### config.mk
export PLATFORM = sky130hd
export DESIGN_NAME = serial_alu
export DESIGN_NICKNAME = d
export VERILOG_FILES = /design/src/rtl/serial_alu_pkg.sv /design/src/rtl/serial_alu_core.sv /design/src/rtl/serial_alu.sv
export SDC_FILE = /design/constraint.sdc
export NUM_CORES = 1
export LEC_CHECK = 0
export BUFFER_PORTS_ARGS = -buffer_cell sky130_fd_sc_hd__buf_2
export CAP_MARGIN = 20
export CORE_MARGIN = 5
export CORE_UTILIZATION = 45
export DETAILED_ROUTE_END_ITERATION = 10
export PLACE_DENSITY = 0.69
export SYNTH_ARGS = -nofsm -noshare
export SYNTH_HDL_FRONTEND = slang
export SYNTH_SLANG_ARGS = --single-unit
### constraint.sdc
create_clock -name clk -period 4.25 [get_ports clk]
set_clock_uncertainty 0.05 [all_clocks]
set_input_delay 0.425 -clock clk [delete_from_list [all_inputs] [get_ports clk]]
set_output_delay 0.425 -clock clk [all_outputs]
set_load 0.02 [all_outputs]
### src/rtl/serial_alu_pkg.sv
// Shared definitions for the serial ALU: datapath width and the ALU select
// codes emitted by the ALU control decoder.
package serial_alu_pkg;

   localparam int DATA_W  = 32;
   localparam int SHAMT_W = 5;

   typedef enum logic [3:0] {
      ALU_ADD  = 4'b0000,
      ALU_SUB  = 4'b0001,
      ALU_SLL  = 4'b0010,
      ALU_SLT  = 4'b0011,
      ALU_SLTU = 4'b0100,
      ALU_XOR  = 4'b0101,
      ALU_SRL  = 4'b0110,
      ALU_SRA  = 4'b0111,
      ALU_OR   = 4'b1000,
      ALU_AND  = 4'b1001
   } alu_sel_e;

   function automatic logic is_shift(input logic [3:0] s);
      return (s == ALU_SLL) || (s == ALU_SRL) || (s == ALU_SRA);
   endfunction

endpackage

### src/rtl/serial_alu_core.sv
// Single-cycle combinational ALU covering every non-shift operation.
// Unknown select codes fall through to ADD.
module alu_core
   import serial_alu_pkg::*;
(
   input  logic [3:0]        sel,
   input  logic [DATA_W-1:0] a,
   input  logic [DATA_W-1:0] b,
   output logic [DATA_W-1:0] out
);

   logic signed [DATA_W-1:0] sa;
   logic signed [DATA_W-1:0] sb;

   assign sa = a;
   assign sb = b;

   always_comb begin
      out = a + b;
      case (alu_sel_e'(sel))
         ALU_SUB:  out = a - b;
         ALU_SLT:  out = {{(DATA_W-1){1'b0}}, (sa < sb)};
         ALU_SLTU: out = {{(DATA_W-1){1'b0}}, (a < b)};
         ALU_XOR:  out = a ^ b;
         ALU_OR:   out = a | b;
         ALU_AND:  out = a & b;
         default:  out = a + b;
      endcase
   end

endmodule

### src/rtl/serial_alu.sv
// Multi-cycle ALU: single-cycle ops through alu_core, shifts retired
// SHIFT_STEP bits per cycle through an iterative accumulator.
module serial_alu #(
   parameter int SHIFT_STEP = 1
) (
   input  logic        clk,
   input  logic        rst,
   input  logic        in_valid,
   output logic        in_ready,
   input  logic [3:0]  sel,
   input  logic [31:0] a,
   input  logic [31:0] b,
   output logic        out_valid,
   input  logic        out_ready,
   output logic [31:0] result,
   output logic        zero
);

   import serial_alu_pkg::*;

   typedef enum logic [1:0] {
      IDLE  = 2'd0,
      SHIFT = 2'd1,
      DONE  = 2'd2
   } state_e;

   localparam logic [SHAMT_W-1:0] STEP = SHAMT_W'(SHIFT_STEP);

   state_e              state;
   state_e              state_nxt;
   alu_sel_e            op;
   logic                fill;
   logic [DATA_W-1:0]   acc;
   logic [SHAMT_W-1:0]  count;

   logic                accept;
   logic                step_en;
   logic [DATA_W-1:0]   core_out;
   logic [DATA_W-1:0]   src_val;
   logic [SHAMT_W-1:0]  src_cnt;
   alu_sel_e            src_op;
   logic                src_fill;
   logic [SHAMT_W-1:0]  amt;
   logic [SHAMT_W-1:0]  cnt_rem;
   logic [DATA_W-1:0]   shifted;

   function automatic logic [DATA_W-1:0] shift_by(
      input logic [DATA_W-1:0]  v,
      input logic [SHAMT_W-1:0] n,
      input alu_sel_e           k,
      input logic               f
   );
      case (k)
         ALU_SLL: shift_by = v << n;
         ALU_SRL: shift_by = v >> n;
         default: shift_by = (v >> n) | ({DATA_W{f}} & ~({DATA_W{1'b1}} >> n));
      endcase
   endfunction

   alu_core u_core (
      .sel (sel),
      .a   (a),
      .b   (b),
      .out (core_out)
   );

   // The accept edge already retires the first step, so a shift of N bits
   // completes ceil(N/SHIFT_STEP) edges after it is accepted.
   always_comb begin
      src_val  = (state == IDLE) ? a : acc;
      src_cnt  = (state == IDLE) ? b[SHAMT_W-1:0] : count;
      src_op   = (state == IDLE) ? alu_sel_e'(sel) : op;
      src_fill = (state == IDLE) ? a[DATA_W-1] : fill;
      amt      = (src_cnt < STEP) ? src_cnt : STEP;
      cnt_rem  = src_cnt - amt;
      shifted  = shift_by(src_val, amt, src_op, src_fill);
   end

   always_ff @(posedge clk) begin
      if (!rst) state <= IDLE;
      else      state <= state_nxt;
   end

   always_comb begin
      state_nxt = state;
      in_ready  = 1'b0;
      out_valid = 1'b0;
      accept    = 1'b0;
      step_en   = 1'b0;
      case (state)
         IDLE: begin
            in_ready = rst;
            if (in_valid && rst) begin
               accept = 1'b1;
               if (is_shift(sel) && (cnt_rem != '0)) state_nxt = SHIFT;
               else                                  state_nxt = DONE;
            end
         end
         SHIFT: begin
            step_en = 1'b1;
            if (cnt_rem == '0) state_nxt = DONE;
         end
         DONE: begin
            out_valid = 1'b1;
            if (out_ready) state_nxt = IDLE;
         end
         default: state_nxt = IDLE;
      endcase
   end

   always_ff @(posedge clk) begin
      if (!rst) begin
         op     <= ALU_ADD;
         fill   <= 1'b0;
         acc    <= '0;
         count  <= '0;
         result <= '0;
         zero   <= 1'b1;
      end else if (accept) begin
         op   <= alu_sel_e'(sel);
         fill <= a[DATA_W-1];
         if (is_shift(sel)) begin
            acc   <= shifted;
            count <= cnt_rem;
            if (cnt_rem == '0) begin
               result <= shifted;
               zero   <= (shifted == '0);
            end
         end else begin
            result <= core_out;
            zero   <= (core_out == '0);
         end
      end else if (step_en) begin
         acc   <= shifted;
         count <= cnt_rem;
         if (cnt_rem == '0) begin
            result <= shifted;
            zero   <= (shifted == '0);
         end
      end
   end

endmodule

Yosys cells after proc, flatten, opt, wreduce, memory -nomap -nowiden
Cells that the tools add are included.
{ "op_classes": {"order_cmp": 3, "reduce_logical": 12, "shifts": 3, "mux": 31, "bitwise": 6, "add_sub_neg": 3, "n_eq_ne": 17} }
{ "ops": {"columns": ["cell", "n"], "rows": [
  ["32-bit 2-to-1 mux", 8],
  ["32-bit one-hot mux with 6 select lines", 1],
  ["32-bit AND", 2],
  ["32-bit logical NOT", 2],
  ["32-bit < comparator", 2],
  ["32-bit OR", 2],
  ["32-bit one-hot mux with 2 select lines", 1],
  ["32-bit adder", 1],
  ["32-bit inverter", 1],
  ["32-bit by 5-bit left shift with 32-bit output", 1],
  ["32-bit by 5-bit right shift with 32-bit output", 1],
  ["32-bit by 5-bit right shift with 32-bit output (first input constant)", 1],
  ["32-bit subtractor", 1],
  ["32-bit bitwise XOR", 1],
  ["5-bit 2-to-1 mux", 5],
  ["4-bit by 3-bit equality test with 1-bit output (second input constant)", 5],
  ["4-bit by 2-bit equality test with 1-bit output (second input constant)", 3],
  ["1-bit 2-to-1 mux", 10],
  ["4-bit equality test (second input constant)", 2],
  ["2-bit 2-to-1 mux", 4],
  ["2-bit one-hot mux with 3 select lines", 1],
  ["5-bit logical NOT", 1],
  ["5-bit by 1-bit < comparator with 1-bit output (second input constant)", 1],
  ["5-bit nonzero test", 1],
  ["other kinds (13)", 17]
]} }
{ "word_totals": {"word_cells": 82, "output_inout_bits": 35, "input_bits": 72, "reg_bits": 77} }

Longest topological paths before layout
{ "logic_depth": {"ltp_word": 13, "depth_mapped": 17} }

Hierarchy
Synthesis repeated with hierarchy kept, for this count alone.
{ "hier_totals": {"hier_cells": 1459, "hier_area_um2": 10694.0} }
{ "by_module_without_submodules": {"columns": ["module", "n_inst", "seq_area_each_um2", "cells_per_inst", "area_each_um2"], "rows": [
  ["serial_alu", 1, 1541.5, 653, 5497.8],
  ["alu_core", 1, 0.0, 806, 5196.2]
]} }

Worst setup path after synthesis
No wires, ideal clock.
{ "synth_timing": {"kind": "reg2reg", "startpoint": "register state[1]", "endpoint": "register result[5]", "slack_ns": 0.427, "stages_incl_launch_ff": 17, "setup_ns": 0.076, "t_required_ns": 4.124, "arrival_time_ns": 3.697, "cell_sequence": "dfxtp_1 -> clkbuf_1 -> nor2_1 -> clkbuf_1 -> buf_1 -> mux2i_1 -> ha_1 -> nor2_1 -> xor2_1 -> nor2_1 -> a21oi_1 -> and4bb_2 -> and2_1 -> clkbuf_1 -> clkbuf_1 -> a22oi_1 -> a21boi_0"} }
{ "synth_via": {"elab_chain_len": 12} }
{ "synth_rtl": {"columns": ["item", "line_no", "text"], "rows": [
  ["start, declared", "serial_alu.sv:29", "state_e state;"],
  ["start signal, assigned", "serial_alu.sv:81", "else state <= state_nxt;"],
  ["2-bit logical NOT", null, null],
  ["5-bit 2-to-1 mux", "serial_alu.sv:71", "src_cnt = (state == IDLE) ? b[SHAMT_W-1:0] : count;"],
  ["5-bit by 1-bit < comparator with 1-bit output", "serial_alu.sv:74", "amt = (src_cnt < STEP) ? src_cnt : STEP;"],
  ["5-bit 2-to-1 mux", "serial_alu.sv:74", null],
  ["32-bit by 5-bit right shift with 32-bit output", "serial_alu.sv:56", "default: shift_by = (v >> n) | ({DATA_W{f}} & ~({DATA_W{1'b1}} >> n));"],
  ["32-bit inverter", "serial_alu.sv:56", null],
  ["32-bit AND", "serial_alu.sv:56", null],
  ["32-bit OR", "serial_alu.sv:56", null],
  ["32-bit one-hot mux with 2 select lines", "serial_alu.sv:53", "case (k)"],
  ["32-bit 2-to-1 mux", "serial_alu.sv:125, serial_alu.sv:136", null],
  ["32-bit 2-to-1 mux, on equally long branches", "serial_alu.sv:133, serial_alu.sv:122", null],
  ["32-bit 2-to-1 mux", "serial_alu.sv:119", "end else if (accept) begin"],
  ["end signal, assigned", "serial_alu.sv:126", "result <= shifted;"],
  ["end signal, assigned", "serial_alu.sv:130", "result <= core_out;"],
  ["end signal, assigned", "serial_alu.sv:137", "result <= shifted;"],
  ["end, declared", "serial_alu.sv:15", "output logic [31:0] result,"]
]} }
Parallel ways exist; a longest one is shown, timed or not. The select of a mux whose other input is x is not followed.
A chain may end at the register's enable or synchronous reset.

Worst setup path after layout
{ "layout_timing": {"startpoint": "input a[1]", "endpoint": "register zero"} }
{ "layout_via": {"elab_chain_len": 8} }
{ "layout_rtl": {"columns": ["item", "line_no", "text"], "rows": [
  ["start, declared", "serial_alu.sv:11", "input logic [31:0] a,"],
  ["parallel branches: the longest is 7 deep, another holds 32-bit adder", null, null],
  ["1-bit 2-to-1 mux (*)", "serial_alu.sv:119", null],
  ["end signal, assigned", "serial_alu.sv:127", "zero <= (shifted == '0);"],
  ["end signal, assigned", "serial_alu.sv:131", "zero <= (core_out == '0);"],
  ["end signal, assigned", "serial_alu.sv:138", "zero <= (shifted == '0);"],
  ["end, declared", "serial_alu.sv:16", "output logic zero"]
]} }
Every way passes the cells marked *. The select of a mux whose other input is x is not followed.

==> metrics.txt <==
status=complete, no violations; Bufs on Longest Clock Path=2; Final setup viols=0; hold endpoint=fill; CTS Buf Count=9; register area share after synthesis=between 10% and 20%; Die H=about 160 microns; placed cell areas=roughly 11,000 sq um; Via density=slightly above 6; count leader, synth=nor2_1; Post-Layout Cell Count=~1,800; hold depth=3; fill count=2,183; fin nets=1,693; width of the die=157 microns; drt drc=0; Syn Nets=1,556; layout cells sized above 1=between 10% and 20%; Static Leak=roughly 5.5 nW; Power, Total=around 0.0035 W; fin area=about 12,000 sq um; cts-stage hold buffer count=0; startpoint class of the critical path=primary input; power per cell area=around 300 nW/um^2; top post-synthesis cells by area=dfxtp_1, ha_1, mux2i_1; Yosys reg bits=77; top-area cell type share of the netlist area=between 10% and 20%; FMAX=around 250 MHz; worst slew pin tran=0.774 ns; remaining antenna violation count=0; post-DR wirelength/cell=20.8 microns; FF-to-FF Start=state[1]; Tot GR Track Use=between 20% and 30%; ys flop type=dfxtp_1; Detail Placement HPWL=just under 30,000 microns; RD Place Congestion=1.01; first-pass GRT wire length=57,700 microns; final worst slack=approximately 0.27 ns; crit path DAT=~4.2 ns; IO Pins=between 100 and 150; critical path class=primary input to register; Post-synth top cells=nor2_1, a21oi_1, nand2_1; via count=11,200; Synth area leader=dfxtp_1; drt first pass iters=7; CP endpoint kind=register; max-cap violation count=0; min Tclk post-route=3.98 ns; Starting Density=45.2%; Clk pwr share=between 20% and 30%; vias in the first global route=slightly above 10,000; Synth Instances=1,384; critical path fanouts, max=4; net switching power=0.00143 W; largest net degree at the start of global routing=68; dpl cells=around 1,800; pre-CTS setup slack=-0.0388 ns; multi-input logic area=about 7500 sq um; HP Start=a[31]; synth-to-layout area growth=18.2%; critical path cell sequence=buf_2 -> inv_1 -> ha_1 -> a211oi_1 -> o211ai_1 -> a2111o_1 -> a21oi_1 -> a21oi_1 -> a211oi_1 -> o31a_1 -> o21ai_0 -> or4bb_1 -> nor4_1 -> a41o_1; Synth Cell Area=9770 sq um; CTS tree=built; Hold WC Path Type=primary input to register; logic gate share of total power=~50%; Mean Syn Cell Area=between 7 and 8 sq um; final hold violation count=0; Slowest-stage cell, CP=or4bb_1; FF+latch area=about 1500 sq um; internal power=0.00203 W; CORE AREA=approximately 22,000 sq um; Critical Path RT=around 4.5 ns; end of the worst register-to-register path=zero; FP Rows=between 50 and 60; FFs w/ async S/R, synth=0%; number of synthesized flops with an enable pin=0; antenna violations before repair=0; period utilisation layout=approximately 94%; Slew headroom=approximately 48%; initial DRC count=1,421; CTS clock-pin slew for the worst setup and hold paths=roughly 0.06 ns; global route overflow=0; Ant. Diodes=0; max incr delay on CP=between 0.5 and 0.6 ns; H-tree depth=3; root buffer cell=clkbuf_16; IO Port Bufs=roughly 110; Seq pwr share=24.7%; final WL=approximately 37,000 microns; Final Max Tran Viols=0; unrepaired setup endpoints after global routing=no; Syn. warnings=0; Sw Share=41.3%; count of cell types in the netlist=85; Clock Latency Late Sink=roughly 0.34 ns; Reg2Reg Depth=14; Clock Sinks=77; Worst VDD drop=between 0.3 and 0.4 mV; WHS=0.393 ns; die area=between 20,000 and 25,000 sq um; FF-to-FF setup slack=just under 0.6 ns
-- layer usage --
layer  routed length (microns)  vias up  GRT usage, %
li1                          -     5282             -
met5                         0        -             0
met1                     16400     5303          41.9
met3                      3850       70          5.28
met4                       961        0          8.64
met2                     16300      565          45.3
-- power groups by stage --
stage / combinational [W] / clock, W / sequential, W
after floorplan: 0.00107 / 0 / 0.000881
after global placement: 0.00166 / 0 / 0.000866
after detailed placement: 0.00167 / 0 / 0.000868
after CTS: 0.00168 / 0.000886 / 0.000853
after global routing: 0.00187 / 0.000920 / 0.000861
final: 0.00173 / 0.000882 / 0.000854
-- cell families (layout without fill, tap and decap cells) --
logic type,count (synthesis),in the layout,synth area share [%]
and+or+nand+nor,501,501,25.0
AOI/OAI and AO/OA,424,424,29.4
buffers and inverters,192,333,7.64
adders and majority gates,100,100,13.0
muxes,81,81,8.35
DFF,77,77,15.8
xor gates and xnor gates,9,9,0.807
-- worst max path at each step --
| stage | startpoint | to | slack [ns] |
|---|---|---|---|
| 2_1_floorplan | state[1] | result[5] | 0.43 |
| 3_3_place_gp | a[1] | zero | 0.04 |
| 3_5_place_dp | a[0] | zero | -0.04 |
| 4_1_cts | a[0] | zero | 0.30 |
| 5_1_grt | a[0] | zero | 0.0005 |
| 6_report | a[1] | zero | 0.27 |
-- through the flow --
stage / TNS (ns) / utilization [%]
floorplan: 0 / -
global placement: 0 / 51.8
detailed placement: -0.0388 / 51.8
CTS: 0 / 53.4
global route: 0 / 53.4
finish: 0 / 53.4
-- cell type report --
class / count / area share [%]
Multi-Input combinational cell: 1115 / 65.3
Clock buffer: 9 / 1.95
Inverter: 102 / 3.32
Clock inverter: 6 / 0.975
Timing Repair Buffer: 216 / 12.1
Sequential cell: 77 / 13.4
Tap cell: 280 / 3.03
-- flip-flops by register name (all words and copies together), names as in the netlist --
name	count
op	4
zero	1
result	32
count	5
acc	32
fill	1
state	2
-- placed cells by master (no fill, tap or decap), types with 11 or more instances in the layout --
master      n
a211oi_1   13
a21boi_0   17
a21o_1     11
a21oi_1   118
a221oi_1   16
a222oi_1   11
a22oi_1    14
a31oi_1    14
and2_1     15
buf_2     106
buf_4     107
dfxtp_1    77
ha_1       98
inv_1     101
mux2i_1    77
nand2_1   115
nand2b_1   16
nand3_1    25
nand4_1    13
nor2_1    173
nor2b_1    31
nor3_1     20
nor3b_1    30
nor4_1     26
o211ai_1   18
o21ai_0    73
o21bai_1   18
o31ai_1    16
-- worst max-delay path, delay by kind of cell --
kind	cells	cell delay, ns
compound gates	9	2.39
simple gates	2	0.83
fa+ha+maj	1	0.34
buf+inv	2	0.22
-- repair_timing --
item | 4_1_cts | 5_1_grt
endpoints found under the setup margin | 0 | 1
setup buffers | 0 | 0
gates resized for setup | 0 | 2
Power figures use the tool's default switching activity.
